`config.mk`:
```
export PLATFORM = sky130hd
export DESIGN_NAME = seven_seg_scan
export DESIGN_NICKNAME = d
export VERILOG_FILES = /design/src/rtl/seven_seg_pkg.sv /design/src/rtl/seven_seg_decode.sv /design/src/rtl/seven_seg_scan.sv
export SDC_FILE = /design/constraint.sdc
export NUM_CORES = 1
export LEC_CHECK = 0
export CAP_MARGIN = 20
export CORE_ASPECT_RATIO = 0.7
export CORE_UTILIZATION = 57
export DETAILED_ROUTE_END_ITERATION = 7
export DONT_BUFFER_PORTS = 1
export GPL_TIMING_DRIVEN = 0
export PLACE_DENSITY_LB_ADDON = 0.25
export SYNTH_ARGS = -nofsm -noshare
export SYNTH_HDL_FRONTEND = slang
export SYNTH_SLANG_ARGS = --single-unit
```
`constraint.sdc`:
```
create_clock -name clk -period 2.3 [get_ports clk]
set_input_delay 0 -clock clk [delete_from_list [all_inputs] [get_ports clk]]
set_output_delay 0 -clock clk [all_outputs]
set_load 0.03 [all_outputs]
```
`src/rtl/seven_seg_pkg.sv`:
```
// Shared constants for the seven-segment scan driver.
// Glyph codes, segment patterns and the hex glyph table.
package seven_seg_pkg;

  localparam logic [4:0] CODE_H     = 5'h10;
  localparam logic [4:0] CODE_BLANK = 5'h11;

  localparam logic [6:0] SEG_OFF = 7'h7F;
  localparam logic [6:0] SEG_H   = 7'h09;

  // Active-low patterns, bit order g..a, for codes 0..F
  localparam logic [6:0] GLYPH [16] = '{
    7'h40, 7'h79, 7'h24, 7'h30,
    7'h19, 7'h12, 7'h02, 7'h78,
    7'h00, 7'h10, 7'h08, 7'h03,
    7'h46, 7'h21, 7'h06, 7'h0E
  };

endpackage

```
`src/rtl/seven_seg_decode.sv`:
```
// Combinational glyph decoder: 5-bit code to active-low segments.
// Codes 0x00-0x0F hex, 0x10 'H', everything else blank.
module seven_seg_decode
  import seven_seg_pkg::*;
(
  input  logic [4:0] code,
  output logic [6:0] seg_n
);

  always_comb begin
    seg_n = SEG_OFF;
    unique case (1'b1)
      !code[4]:        seg_n = GLYPH[code[3:0]];
      code == CODE_H:  seg_n = SEG_H;
      default:         seg_n = SEG_OFF;
    endcase
  end

endmodule

```
`src/rtl/seven_seg_scan.sv`:
```
// Multiplexed common-anode 7-segment driver with double buffer and LZ blanking.
// Optional blink feature enabled by defining SEVSEG_BLINK_EN.
module seven_seg_scan
  import seven_seg_pkg::*;
#(
  parameter int NUM_DIGITS   = 4,
  parameter int PRESCALE     = 50000,
  parameter int BLANK_CYCLES = 16,
  parameter int BLINK_FRAMES = 64
) (
  input  logic                    clk,
  input  logic                    rst_n,
  input  logic                    load,
  input  logic [5*NUM_DIGITS-1:0] codes_in,
  input  logic                    lz_suppress,
`ifdef SEVSEG_BLINK_EN
  input  logic [NUM_DIGITS-1:0]   blink_mask,
`endif
  output logic [6:0]              seg_n,
  output logic [NUM_DIGITS-1:0]   an_n,
  output logic                    frame_start,
  output logic                    pending
);

  localparam int PW = (PRESCALE > 1) ? $clog2(PRESCALE) : 1;
  localparam int IW = (NUM_DIGITS > 1) ? $clog2(NUM_DIGITS) : 1;

  localparam logic [PW-1:0] PRESC_MAX = PW'(PRESCALE - 1);
  localparam logic [IW-1:0] IDX_MAX   = IW'(NUM_DIGITS - 1);
  localparam logic [PW:0]   BLANK_LIM = (PW + 1)'(BLANK_CYCLES);

  logic [PW-1:0] presc;
  logic [IW-1:0] idx;
  logic [4:0]    disp     [NUM_DIGITS];
  logic [4:0]    pend_buf [NUM_DIGITS];

  logic                  slot_end;
  logic                  frame_edge;
  logic                  guard;
  logic [NUM_DIGITS-1:0] supp;
  logic                  blink_off;
  logic [4:0]            code_mux;
  logic [6:0]            seg_dec;

  assign slot_end   = (presc == PRESC_MAX);
  assign frame_edge = (presc == '0) && (idx == '0);
  assign guard      = ({1'b0, presc} < BLANK_LIM);

  always_ff @(posedge clk or negedge rst_n) begin
    if (!rst_n) begin
      presc <= '0;
      idx   <= '0;
    end else if (slot_end) begin
      presc <= '0;
      idx   <= (idx == IDX_MAX) ? '0 : idx + 1'b1;
    end else begin
      presc <= presc + 1'b1;
    end
  end

  // Transfer and capture can share an edge: old pending data moves, new data stays pending
  always_ff @(posedge clk or negedge rst_n) begin
    if (!rst_n) begin
      for (int i = 0; i < NUM_DIGITS; i++) begin
        disp[i]     <= CODE_BLANK;
        pend_buf[i] <= CODE_BLANK;
      end
      pending <= 1'b0;
    end else begin
      if (frame_edge && pending) begin
        for (int i = 0; i < NUM_DIGITS; i++)
          disp[i] <= pend_buf[i];
      end
      if (load) begin
        for (int i = 0; i < NUM_DIGITS; i++)
          pend_buf[i] <= codes_in[5*i +: 5];
      end
      if (load)
        pending <= 1'b1;
      else if (frame_edge)
        pending <= 1'b0;
    end
  end

  always_comb begin
    logic higher_lz;
    higher_lz = 1'b1;
    supp      = '0;
    for (int i = NUM_DIGITS - 1; i >= 1; i--) begin
      supp[i]   = lz_suppress && (disp[i] == 5'h00) && higher_lz;
      higher_lz = higher_lz &&
                  ((disp[i] == 5'h00) || (disp[i] >= CODE_BLANK));
    end
  end

`ifdef SEVSEG_BLINK_EN
  localparam int FW = (BLINK_FRAMES > 1) ? $clog2(BLINK_FRAMES) : 1;
  localparam logic [FW-1:0] FRAME_MAX = FW'(BLINK_FRAMES - 1);

  logic [FW-1:0] frame_cnt;
  logic          blink_on;

  // Counting completed frames makes the phase flip exactly at a frame boundary
  always_ff @(posedge clk or negedge rst_n) begin
    if (!rst_n) begin
      frame_cnt <= '0;
      blink_on  <= 1'b1;
    end else if (slot_end && (idx == IDX_MAX)) begin
      if (frame_cnt == FRAME_MAX) begin
        frame_cnt <= '0;
        blink_on  <= ~blink_on;
      end else begin
        frame_cnt <= frame_cnt + 1'b1;
      end
    end
  end

  assign blink_off = !blink_on && blink_mask[idx];
`else
  assign blink_off = 1'b0;
`endif

  assign code_mux = (supp[idx] || blink_off) ? CODE_BLANK : disp[idx];

  seven_seg_decode u_decode (
    .code  (code_mux),
    .seg_n (seg_dec)
  );

  always_ff @(posedge clk or negedge rst_n) begin
    if (!rst_n) begin
      seg_n       <= SEG_OFF;
      an_n        <= '1;
      frame_start <= 1'b0;
    end else begin
      frame_start <= frame_edge;
      if (guard) begin
        seg_n <= SEG_OFF;
        an_n  <= '1;
      end else begin
        seg_n <= seg_dec;
        an_n  <= ~(NUM_DIGITS'(1) << idx);
      end
    end
  end

endmodule

```
==> report_table.html, run 1 <==
<table>
<tr><th>Metric</th><th>Value</th></tr>
<tr><th colspan="2">Run status</th></tr>
<tr><td>Status</td><td>finished with violations</td></tr>
<tr><td>Violated checks</td><td>setup timing</td></tr>
<tr><th colspan="2">Clock tree</th></tr>
<tr><td>Bufs on Longest Clock Path</td><td>2</td></tr>
<tr><td>Sinks on Clock Net</td><td>71</td></tr>
<tr><td>CTS root buffer</td><td>clkbuf_8</td></tr>
<tr><td>Insertion delay to the later sink of the worst-skew pair</td><td>0.35 ns</td></tr>
<tr><td>CTS HTree Levels</td><td>3</td></tr>
<tr><td>Cts bufs inserted</td><td>9</td></tr>
<tr><td>Clock tree from TritonCTS</td><td>built</td></tr>
<tr><td>Clk slew on worst S/H paths</td><td>0.07 ns</td></tr>
<tr><th colspan="2">STA</th></tr>
<tr><td>Hold violation total from the final report</td><td>0</td></tr>
<tr><td>Sum of negative setup slack</td><td>-0.0746 ns</td></tr>
<tr><td>Highest Clock Rate</td><td>421 MHz</td></tr>
<tr><td>Max-slew violation count</td><td>0</td></tr>
<tr><td>Fraction of the cycle the final worst path needs</td><td>103%</td></tr>
<tr><td>Final min period</td><td>2.37 ns</td></tr>
<tr><td>Relative slew slack</td><td>61.1%</td></tr>
<tr><td>Actual slew at the worst max-slew pin</td><td>0.584 ns</td></tr>
<tr><td>RSZ-0062 raised after global routing</td><td>yes</td></tr>
<tr><td>Setup ws final</td><td>-0.0746 ns</td></tr>
<tr><td>Final clock skew</td><td>0.00668 ns</td></tr>
<tr><td>Setup-violating endpoint count in the final report</td><td>1</td></tr>
<tr><td>Worst hold slack across all endpoints</td><td>0.202 ns</td></tr>
<tr><th colspan="2">Layout</th></tr>
<tr><td>P&amp;R area growth vs syn</td><td>20.9%</td></tr>
<tr><td>Ant. Diodes</td><td>0</td></tr>
<tr><td>Finished Layout Cells</td><td>385</td></tr>
<tr><td>Fraction of layout instances using a drive strength above 1</td><td>41.3%</td></tr>
<tr><td>Layout Nets</td><td>340</td></tr>
<tr><th colspan="2">Logic synthesis</th></tr>
<tr><td>Proportion of register bits with asynchronous set or reset after synthesis</td><td>100%</td></tr>
<tr><td>Most instantiated cells after synthesis</td><td>dfrtp_1, dfstp_2, mux2_2, mux2_4, nor2_1</td></tr>
<tr><td>Most common flop cell mapped by yosys</td><td>dfrtp_1</td></tr>
<tr><td>Net count of the mapped netlist</td><td>295</td></tr>
<tr><td>Mean area per synthesized cell</td><td>13.1 µm²</td></tr>
<tr><td>Most area-consuming cells after synthesis</td><td>dfrtp_1, dfstp_2, mux2_4</td></tr>
<tr><td>Most frequent cell after synthesis</td><td>dfrtp_1</td></tr>
<tr><td>Number of library cell types mapped by synthesis</td><td>41</td></tr>
<tr><td>Cells after synthesis</td><td>260</td></tr>
<tr><td>Number of flops mapped to enable cells by yosys</td><td>0</td></tr>
<tr><td>Total of flip-flops plus latches after synthesis</td><td>71</td></tr>
<tr><td>Sequential cell area fraction in the yosys report</td><td>53.0%</td></tr>
<tr><td>Ys Warns</td><td>0</td></tr>
<tr><td>Synth area leader</td><td>dfrtp_1</td></tr>
<tr><td>Area fraction of the dominant cell type after synthesis</td><td>32.2%</td></tr>
<tr><td>Cell area after synthesis</td><td>3420 µm²</td></tr>
<tr><th colspan="2">Placement</th></tr>
<tr><td>Worst slack at placement</td><td>-0.162 ns</td></tr>
<tr><td>Global placer's final weighted congestion</td><td>0.829</td></tr>
<tr><td>Count of input and output buffers</td><td>0</td></tr>
<tr><td>Dpl cells</td><td>335</td></tr>
<tr><td>Detailed placement HPWL</td><td>4.26 mm</td></tr>
<tr><th colspan="2">Worst setup path</th></tr>
<tr><td>Top fanout value on the critical path</td><td>4</td></tr>
<tr><td>Critical path launch point type</td><td>register</td></tr>
<tr><td>Start point of the critical path</td><td>idx[1]$_DFFE_PN0N_</td></tr>
<tr><td>Length in cells of the worst reg-to-reg path</td><td>9</td></tr>
<tr><td>Nature of the critical path endpoint</td><td>register</td></tr>
<tr><td>Data required time of the worst path</td><td>2.57 ns</td></tr>
<tr><td>Critical path class</td><td>register to register</td></tr>
<tr><td>Worst reg2reg path startpoint</td><td>idx[1]$_DFFE_PN0N_</td></tr>
<tr><td>Critical path arrival</td><td>2.64 ns</td></tr>
<tr><th colspan="2">GRT</th></tr>
<tr><td>Global Route Usage Sum</td><td>23.5%</td></tr>
<tr><td>Maximum number of pins on one net before global-route repair</td><td>72</td></tr>
<tr><td>Aggregate global routing overflow</td><td>0</td></tr>
<tr><td>Number of global-route vias before repair</td><td>2,162</td></tr>
<tr><td>Antenna violations before repair</td><td>0</td></tr>
<tr><td>Global-route wire length before repair</td><td>10.8 mm</td></tr>
<tr><th colspan="2">Power and ir drop</th></tr>
<tr><td>PD cells</td><td>605 nW/µm²</td></tr>
<tr><td>Clock group share of total power</td><td>33.8%</td></tr>
<tr><td>Sw Share</td><td>24.1%</td></tr>
<tr><td>Cell leakage power</td><td>1.81 nW</td></tr>
<tr><td>Internal</td><td>1.90 mW</td></tr>
<tr><td>Sequential share of power</td><td>56.7%</td></tr>
<tr><td>Peak ir drop on the vdd network</td><td>0.000417 V</td></tr>
<tr><td>Switching power summed over all nets</td><td>0.604 mW</td></tr>
<tr><td>Fraction of power consumed by combinational cells</td><td>9.5%</td></tr>
<tr><th colspan="2">Floorplan</th></tr>
<tr><td>Site Rows</td><td>23</td></tr>
<tr><td>Area of the core region</td><td>5760 µm²</td></tr>
<tr><td>I/O pin total</td><td>37</td></tr>
<tr><td>Die outline area</td><td>6320 µm²</td></tr>
<tr><td>Die outline height</td><td>66.8 µm</td></tr>
<tr><td>Die outline width</td><td>94.6 µm</td></tr>
<tr><td>Effective utilization at floorplan</td><td>59.4%</td></tr>
<tr><th colspan="2">Routing</th></tr>
<tr><td>Number of vias after detailed routing</td><td>2,160</td></tr>
<tr><td>ANT nets after route</td><td>0</td></tr>
<tr><td>Post-DR vias/cell</td><td>5.61</td></tr>
<tr><td>Router iterations before antenna repair</td><td>4</td></tr>
<tr><td>Overall routed net length</td><td>6.32 mm</td></tr>
<tr><td>Routed wire length per instance</td><td>16.4 µm</td></tr>
<tr><td>Initial drt markers</td><td>259</td></tr>
<tr><td>Remaining design rule violation count</td><td>0</td></tr>
<tr><th colspan="2">Job</th></tr>
<tr><td>Number of max-cap violations</td><td>0</td></tr>
<tr><th colspan="2">Hold path</th></tr>
<tr><td>Hold Path Depth</td><td>2</td></tr>
<tr><td>Hold path start</td><td>load</td></tr>
<tr><td>Class of the tightest hold or removal check</td><td>input port to register</td></tr>
</table>
## cell families after synthesis
group                    count (synthesis)  synth area share, %
flip-flops                              71                 53.0
AND/OR/NAND/NOR                         70                 11.3
multiplexers                            54                 21.7
buffers and inverters                   22                 3.04
AO/OA/AOI/OAI                           17                 3.11
XOR/XNOR                                15                 3.84
adder cells (fa/ha/maj)                 11                 4.03
## per-layer routing
metal  wire, µm  GRT usage [%]  vias to the layer above  part of all wire, %
met5          0              0                        -                    0
met2       2820           33.2                       81                   45
li1           -              -                     1015                    -
met1       2970           33.3                     1050                   47
met3        394           7.31                       14                  6.2
met4        124           10.2                        0                  2.0
## per-stage QoR
step	utilization (%)	total power, mW	cell area, µm²
after floorplan	-	1.56	3480
after global placement	62.1	1.59	3570
after detailed placement	62.1	1.59	3570
after CTS	71.0	2.52	4090
after global routing	71.8	2.62	4130
final	71.8	2.50	4130
## worst paths after layout
| check | end | slack [ns] |
|---|---|---|
| max | seg_n[3]$_DFF_PN1_ | -0.07 |
| min | pending$_DFFE_PN0P_ | 0.20 |
| max reg2reg | seg_n[3]$_DFF_PN1_ | -0.07 |
| min reg2reg | disp[12]$_DFFE_PN0P_ | 0.51 |
| max in group asynchronous | an_n[1]$_DFF_PN1_ | 1.73 |
| min in group asynchronous | presc[4]$_DFF_PN0_ | 0.23 |
## power groups by stage
stage                     clock [mW]  sequential, mW  combinational (mW)
final                          0.845            1.42               0.238
after global routing           0.930            1.43               0.260
after CTS                      0.876            1.42               0.230
after detailed placement           0            1.44               0.156
after global placement             0            1.44               0.149
after floorplan                    0            1.42               0.136
## repair_timing
item                                   4_1_cts  5_1_grt
hold buffers                                23        0
gates resized for setup                      7        9
pin swaps                                    4        5
setup endpoints to repair                    3       20
cloned                                       0        0
buffers inserted                             9        2
endpoints found under the hold margin       91        0
## final cells by class
class	instances	area, µm²
flip-flops and latches	71	1810
inverters	14	52.6
multi-input cells	167	1620
well taps	75	93.8
plain buffers	8	58.8
fillers	396	1620
clock buffers	12	145
repair buffers	34	330
clock inverters	4	22.5
## placed cells by master (no fill, tap or decap), types with 7 or more instances in the layout
cell type,count
inv_1,12
nand2_1,15
mux2_2,22
dfstp_2,27
buf_4,11
ha_1,8
dlygate4sd3_1,22
nand3_1,7
xnor2_1,9
clkbuf_8,10
mux2_4,20
dfrtp_1,42
nor2_1,16
## critical path: stages (launching register included)
cell	delay, ns
dfrtp_2	0.42
buf_8	0.13
nor4_1	0.19
nand4_1	0.22
nor3_4	0.34
nor3_4	0.08
ha_1	0.30
inv_2	0.04
mux4_2	0.44
nand2b_4	0.15
## state kept, by name, summed over array words and instances (netlist names)
register	cells
disp	20
pend_buf	20
presc	16
seg_n	7
an_n	4
idx	2
frame_start	1
pending	1
(Power assumes the default switching activity.)
==> inputs of run 2 (changes only) <==
CORE_UTILIZATION = 45   (was 57)
==> run 2 against run 1 <==
Critical path type unchanged. Power is 2.2% higher. The flow still finishes with violations (setup timing). Fmax is 2.8% higher. Hold slack worse by 0.0092 ns. First-iteration DRC count is 62% lower. Die area is 26% higher. Core utilization is 15 points lower. Clock skew hardly changed. Critical endpoint unchanged.
==> report_table.html, run 2 (synthesized netlist as in run 1, its figures left out) <==
<table>
<tr><th>Metric</th><th>Value</th></tr>
<tr><th colspan="2">Power and ir drop</th></tr>
<tr><td>Cell leakage power</td><td>1.82 nW (+0.41%)</td></tr>
<tr><td>PD cells</td><td>610 nW/µm² (+0.83%)</td></tr>
<tr><td>Peak ir drop on the vdd network</td><td>0.000375 V (-10%)</td></tr>
<tr><th colspan="2">GRT</th></tr>
<tr><td>Global route hottest layer</td><td>met1</td></tr>
<tr><td>Number of global-route vias before repair</td><td>2,196 (+1.6%)</td></tr>
<tr><td>Met2 usage</td><td>26.1% (-7.1 points)</td></tr>
<tr><td>Aggregate global routing overflow</td><td>0 (unchanged)</td></tr>
<tr><td>Global-route met1 utilization</td><td>27.5% (-5.8 points)</td></tr>
<tr><td>Antenna violations before repair</td><td>0 (unchanged)</td></tr>
<tr><td>Met3 usage in global routing</td><td>6.06% (-1.2 points)</td></tr>
<tr><td>Maximum number of pins on one net before global-route repair</td><td>72 (unchanged)</td></tr>
<tr><td>Global Route Usage Sum</td><td>18.8% (-4.7 points)</td></tr>
<tr><td>Global-route wire length before repair</td><td>11.0 mm (+2.4%)</td></tr>
<tr><th colspan="2">Routing</th></tr>
<tr><td>Router iterations before antenna repair</td><td>4 (unchanged)</td></tr>
<tr><td>Overall routed net length</td><td>6.49 mm (+2.8%)</td></tr>
<tr><td>Initial drt markers</td><td>98 (-62%)</td></tr>
<tr><td>Number of vias after detailed routing</td><td>2,151 (-0.42%)</td></tr>
<tr><td>ANT nets after route</td><td>0 (unchanged)</td></tr>
<tr><td>Remaining design rule violation count</td><td>0 (unchanged)</td></tr>
<tr><td>Post-DR vias/cell</td><td>5.23 (-6.7%)</td></tr>
<tr><td>Routed wire length per instance</td><td>15.8 µm (-3.7%)</td></tr>
<tr><th colspan="2">Clock tree</th></tr>
<tr><td>Bufs on Longest Clock Path</td><td>2 (unchanged)</td></tr>
<tr><td>Cts bufs inserted</td><td>9 (unchanged)</td></tr>
<tr><td>Insertion delay to the later sink of the worst-skew pair</td><td>0.35 ns (about the same)</td></tr>
<tr><td>CTS root buffer</td><td>clkbuf_8</td></tr>
<tr><td>CTS HTree Levels</td><td>3 (unchanged)</td></tr>
<tr><td>Clk slew on worst S/H paths</td><td>0.08 ns (about the same)</td></tr>
<tr><td>Clock tree from TritonCTS</td><td>built</td></tr>
<tr><td>Sinks on Clock Net</td><td>71 (unchanged)</td></tr>
<tr><th colspan="2">Placement</th></tr>
<tr><td>Count of input and output buffers</td><td>0 (unchanged)</td></tr>
<tr><td>Global placer's final weighted congestion</td><td>0.840 (+1.3%)</td></tr>
<tr><td>Dpl cells</td><td>358 (+6.9%)</td></tr>
<tr><td>Detailed placement HPWL</td><td>4.36 mm (+2.5%)</td></tr>
<tr><td>Worst slack at placement</td><td>-0.203 ns (-0.0402 ns)</td></tr>
<tr><th colspan="2">STA</th></tr>
<tr><td>Highest Clock Rate</td><td>433 MHz (+2.8%)</td></tr>
<tr><td>Fraction of the cycle the final worst path needs</td><td>100% (-2.9 points)</td></tr>
<tr><td>RSZ-0062 raised after global routing</td><td>yes</td></tr>
<tr><td>Sum of negative setup slack</td><td>-0.00897 ns (+0.0656 ns)</td></tr>
<tr><td>Final clock skew</td><td>0.00620 ns (-0.000481 ns)</td></tr>
<tr><td>Relative slew slack</td><td>56.3% (-4.7 points)</td></tr>
<tr><td>Hold violation total from the final report</td><td>0 (unchanged)</td></tr>
<tr><td>Actual slew at the worst max-slew pin</td><td>0.655 ns (+0.0710 ns)</td></tr>
<tr><td>Max-slew violation count</td><td>0 (unchanged)</td></tr>
<tr><td>Setup ws final</td><td>-0.00897 ns (+0.0656 ns)</td></tr>
<tr><td>Setup-violating endpoint count in the final report</td><td>1 (unchanged)</td></tr>
<tr><td>Final min period</td><td>2.31 ns (-0.0656 ns)</td></tr>
<tr><th colspan="2">Floorplan</th></tr>
<tr><td>Effective utilization at floorplan</td><td>46.7% (-13 points)</td></tr>
<tr><td>I/O pin total</td><td>37 (unchanged)</td></tr>
<tr><td>Die outline height</td><td>74.9 µm (+12%)</td></tr>
<tr><td>Die outline width</td><td>106 µm (+12%)</td></tr>
<tr><td>Area of the core region</td><td>7320 µm² (+27%)</td></tr>
<tr><td>Site Rows</td><td>26 (+13%)</td></tr>
<tr><td>Die outline area</td><td>7950 µm² (+26%)</td></tr>
<tr><th colspan="2">Layout</th></tr>
<tr><td>Fraction of layout instances using a drive strength above 1</td><td>43.1% (+1.8 points)</td></tr>
<tr><td>Most common cell after layout, fill and taps aside</td><td>dfrtp_1</td></tr>
<tr><td>Finished Layout Cells</td><td>411 (+6.8%)</td></tr>
<tr><td>P&amp;R area growth vs syn</td><td>22.5%</td></tr>
<tr><td>Largest registers in the final layout</td><td>disp: 20 flops, pend_buf: 20 flops, presc: 16 flops</td></tr>
<tr><td>Area used by multi-input combinational logic</td><td>1610 µm² (-0.23%)</td></tr>
<tr><td>Ant. Diodes</td><td>0 (unchanged)</td></tr>
<tr><td>Fin util</td><td>57.2% (-15 points)</td></tr>
<tr><td>Layout Nets</td><td>343 (+0.88%)</td></tr>
<tr><td>Filler Cells Inserted</td><td>598 (+51%)</td></tr>
<tr><td>Register area</td><td>1810 µm² (unchanged)</td></tr>
<tr><td>Commonest non-fill, non-tap cells in the layout</td><td>dfrtp_1, dfstp_2, mux2_2, dlygate4sd3_1, mux2_4</td></tr>
<tr><th colspan="2">Worst setup path</th></tr>
<tr><td>Critical path class</td><td>register to register</td></tr>
<tr><td>Worst reg2reg path startpoint</td><td>disp[8]$_DFFE_PN0P_</td></tr>
<tr><td>Nature of the critical path endpoint</td><td>register</td></tr>
<tr><td>Data required time of the worst path</td><td>2.58 ns (about the same)</td></tr>
<tr><td>Top fanout value on the critical path</td><td>3 (-1)</td></tr>
<tr><td>Critical path arrival</td><td>2.59 ns (-0.05 ns)</td></tr>
<tr><td>Critical path launch point type</td><td>register</td></tr>
<tr><td>Flop2flop setup slack</td><td>-0.009 ns (+0.07 ns)</td></tr>
<tr><td>Cells along the critical path</td><td>nor4_4 -&gt; nand2_1 -&gt; o32ai_4 -&gt; nor3_4 -&gt; ha_1 -&gt; inv_2 -&gt; mux4_2 -&gt; nand2b_4</td></tr>
<tr><td>Largest stage delay, worst path</td><td>0.44 ns (about the same)</td></tr>
<tr><td>Length in cells of the worst reg-to-reg path</td><td>8 (-1)</td></tr>
<tr><td>Cell with the largest stage delay on the worst path</td><td>mux4_2</td></tr>
<tr><td>Reg2reg end</td><td>seg_n[3]$_DFF_PN1_</td></tr>
<tr><th colspan="2">Job</th></tr>
<tr><td>Number of max-cap violations</td><td>0 (unchanged)</td></tr>
<tr><th colspan="2">Run status</th></tr>
<tr><td>Violated checks</td><td>setup timing</td></tr>
<tr><td>Status</td><td>finished with violations</td></tr>
<tr><th colspan="2">Hold path</th></tr>
<tr><td>Class of the tightest hold or removal check</td><td>input port to async pin</td></tr>
</table>
run 2: cell count changes in the layout (fill, tap and decap cells not counted), moves of 2 or more:
cell      change
inv_6         +3
clkbuf_1      -2
buf_4         +4
clkinv_2      -2
run 2: worst max-delay path, delay by kind of cell (launching register included):
| family | cells | cell delay [ns] |
|---|---|---|
| AND/OR/NAND/NOR | 4 | 0.73 |
| AO/OA/AOI/OAI | 1 | 0.30 |
| multiplexers | 1 | 0.44 |
| flip-flops | 1 | 0.43 |
| buffers and inverters | 1 | 0.04 |
| adder cells (fa/ha/maj) | 1 | 0.30 |
run 2: final cells by class:
type / instances / share of cell area (%)
flip-flops and latches: 71 / 43.3
multi-input cells: 167 / 38.5
repair buffers: 37 / 8.42
clock buffers: 9 / 2.96
well taps: 98 / 2.93
plain buffers: 8 / 1.37
clock inverters: 7 / 1.31
inverters: 14 / 1.25
run 2: per-layer routing:
| layer | part of all wire, % | vias up |
|---|---|---|
| li1 | - | 1022 |
| met1 | 52 | 1080 |
| met2 | 42 | 41 |
| met3 | 4.5 | 8 |
| met4 | 1.4 | 0 |
| met5 | 0 | - |
run 2: repair_timing:
item                                    CTS  global route
endpoints found under the setup margin    5            21
cloned                                    0             0
hold buffers                             23             0
resized for setup                         8             7
pin swaps                                 9             6
hold endpoints to repair                 91             0
setup buffers                            12             2
run 2: stage by stage:
stage | cell area, µm² | power [mW] | hold WS (ns)
2_1_floorplan | 3480 | 1.56 | -0.296
3_3_place_gp | 3600 | 1.59 | -0.293
3_5_place_dp | 3600 | 1.60 | -0.293
4_1_cts | 4150 | 2.58 | 0.204
5_1_grt | 4190 | 2.68 | 0.212
6_report | 4190 | 2.56 | 0.193
run 2: how the worst max path moves through the flow:
stage / from / to / slack, ns / cells after the start
2_1_floorplan: disp[6]$_DFFE_PN0P_ / seg_n[3]$_DFF_PN1_ / 0.02 / 8
3_3_place_gp: idx[1]$_DFFE_PN0N_ / seg_n[3]$_DFF_PN1_ / -0.12 / 7
3_5_place_dp: disp[6]$_DFFE_PN0P_ / seg_n[3]$_DFF_PN1_ / -0.20 / 8
4_1_cts: disp[8]$_DFFE_PN0P_ / seg_n[3]$_DFF_PN1_ / -0.01 / 8
5_1_grt: disp[8]$_DFFE_PN0P_ / seg_n[3]$_DFF_PN1_ / -0.11 / 8
6_report: disp[8]$_DFFE_PN0P_ / seg_n[3]$_DFF_PN1_ / -0.009 / 8
run 2: power by group:
part / leakage (nW) / internal, mW / switching [mW] / total, mW
Combinational: 0.898 / 0.140 / 0.0982 / 0.238
Clock: 0.0866 / 0.401 / 0.500 / 0.902
Sequential: 0.835 / 1.34 / 0.0735 / 1.42
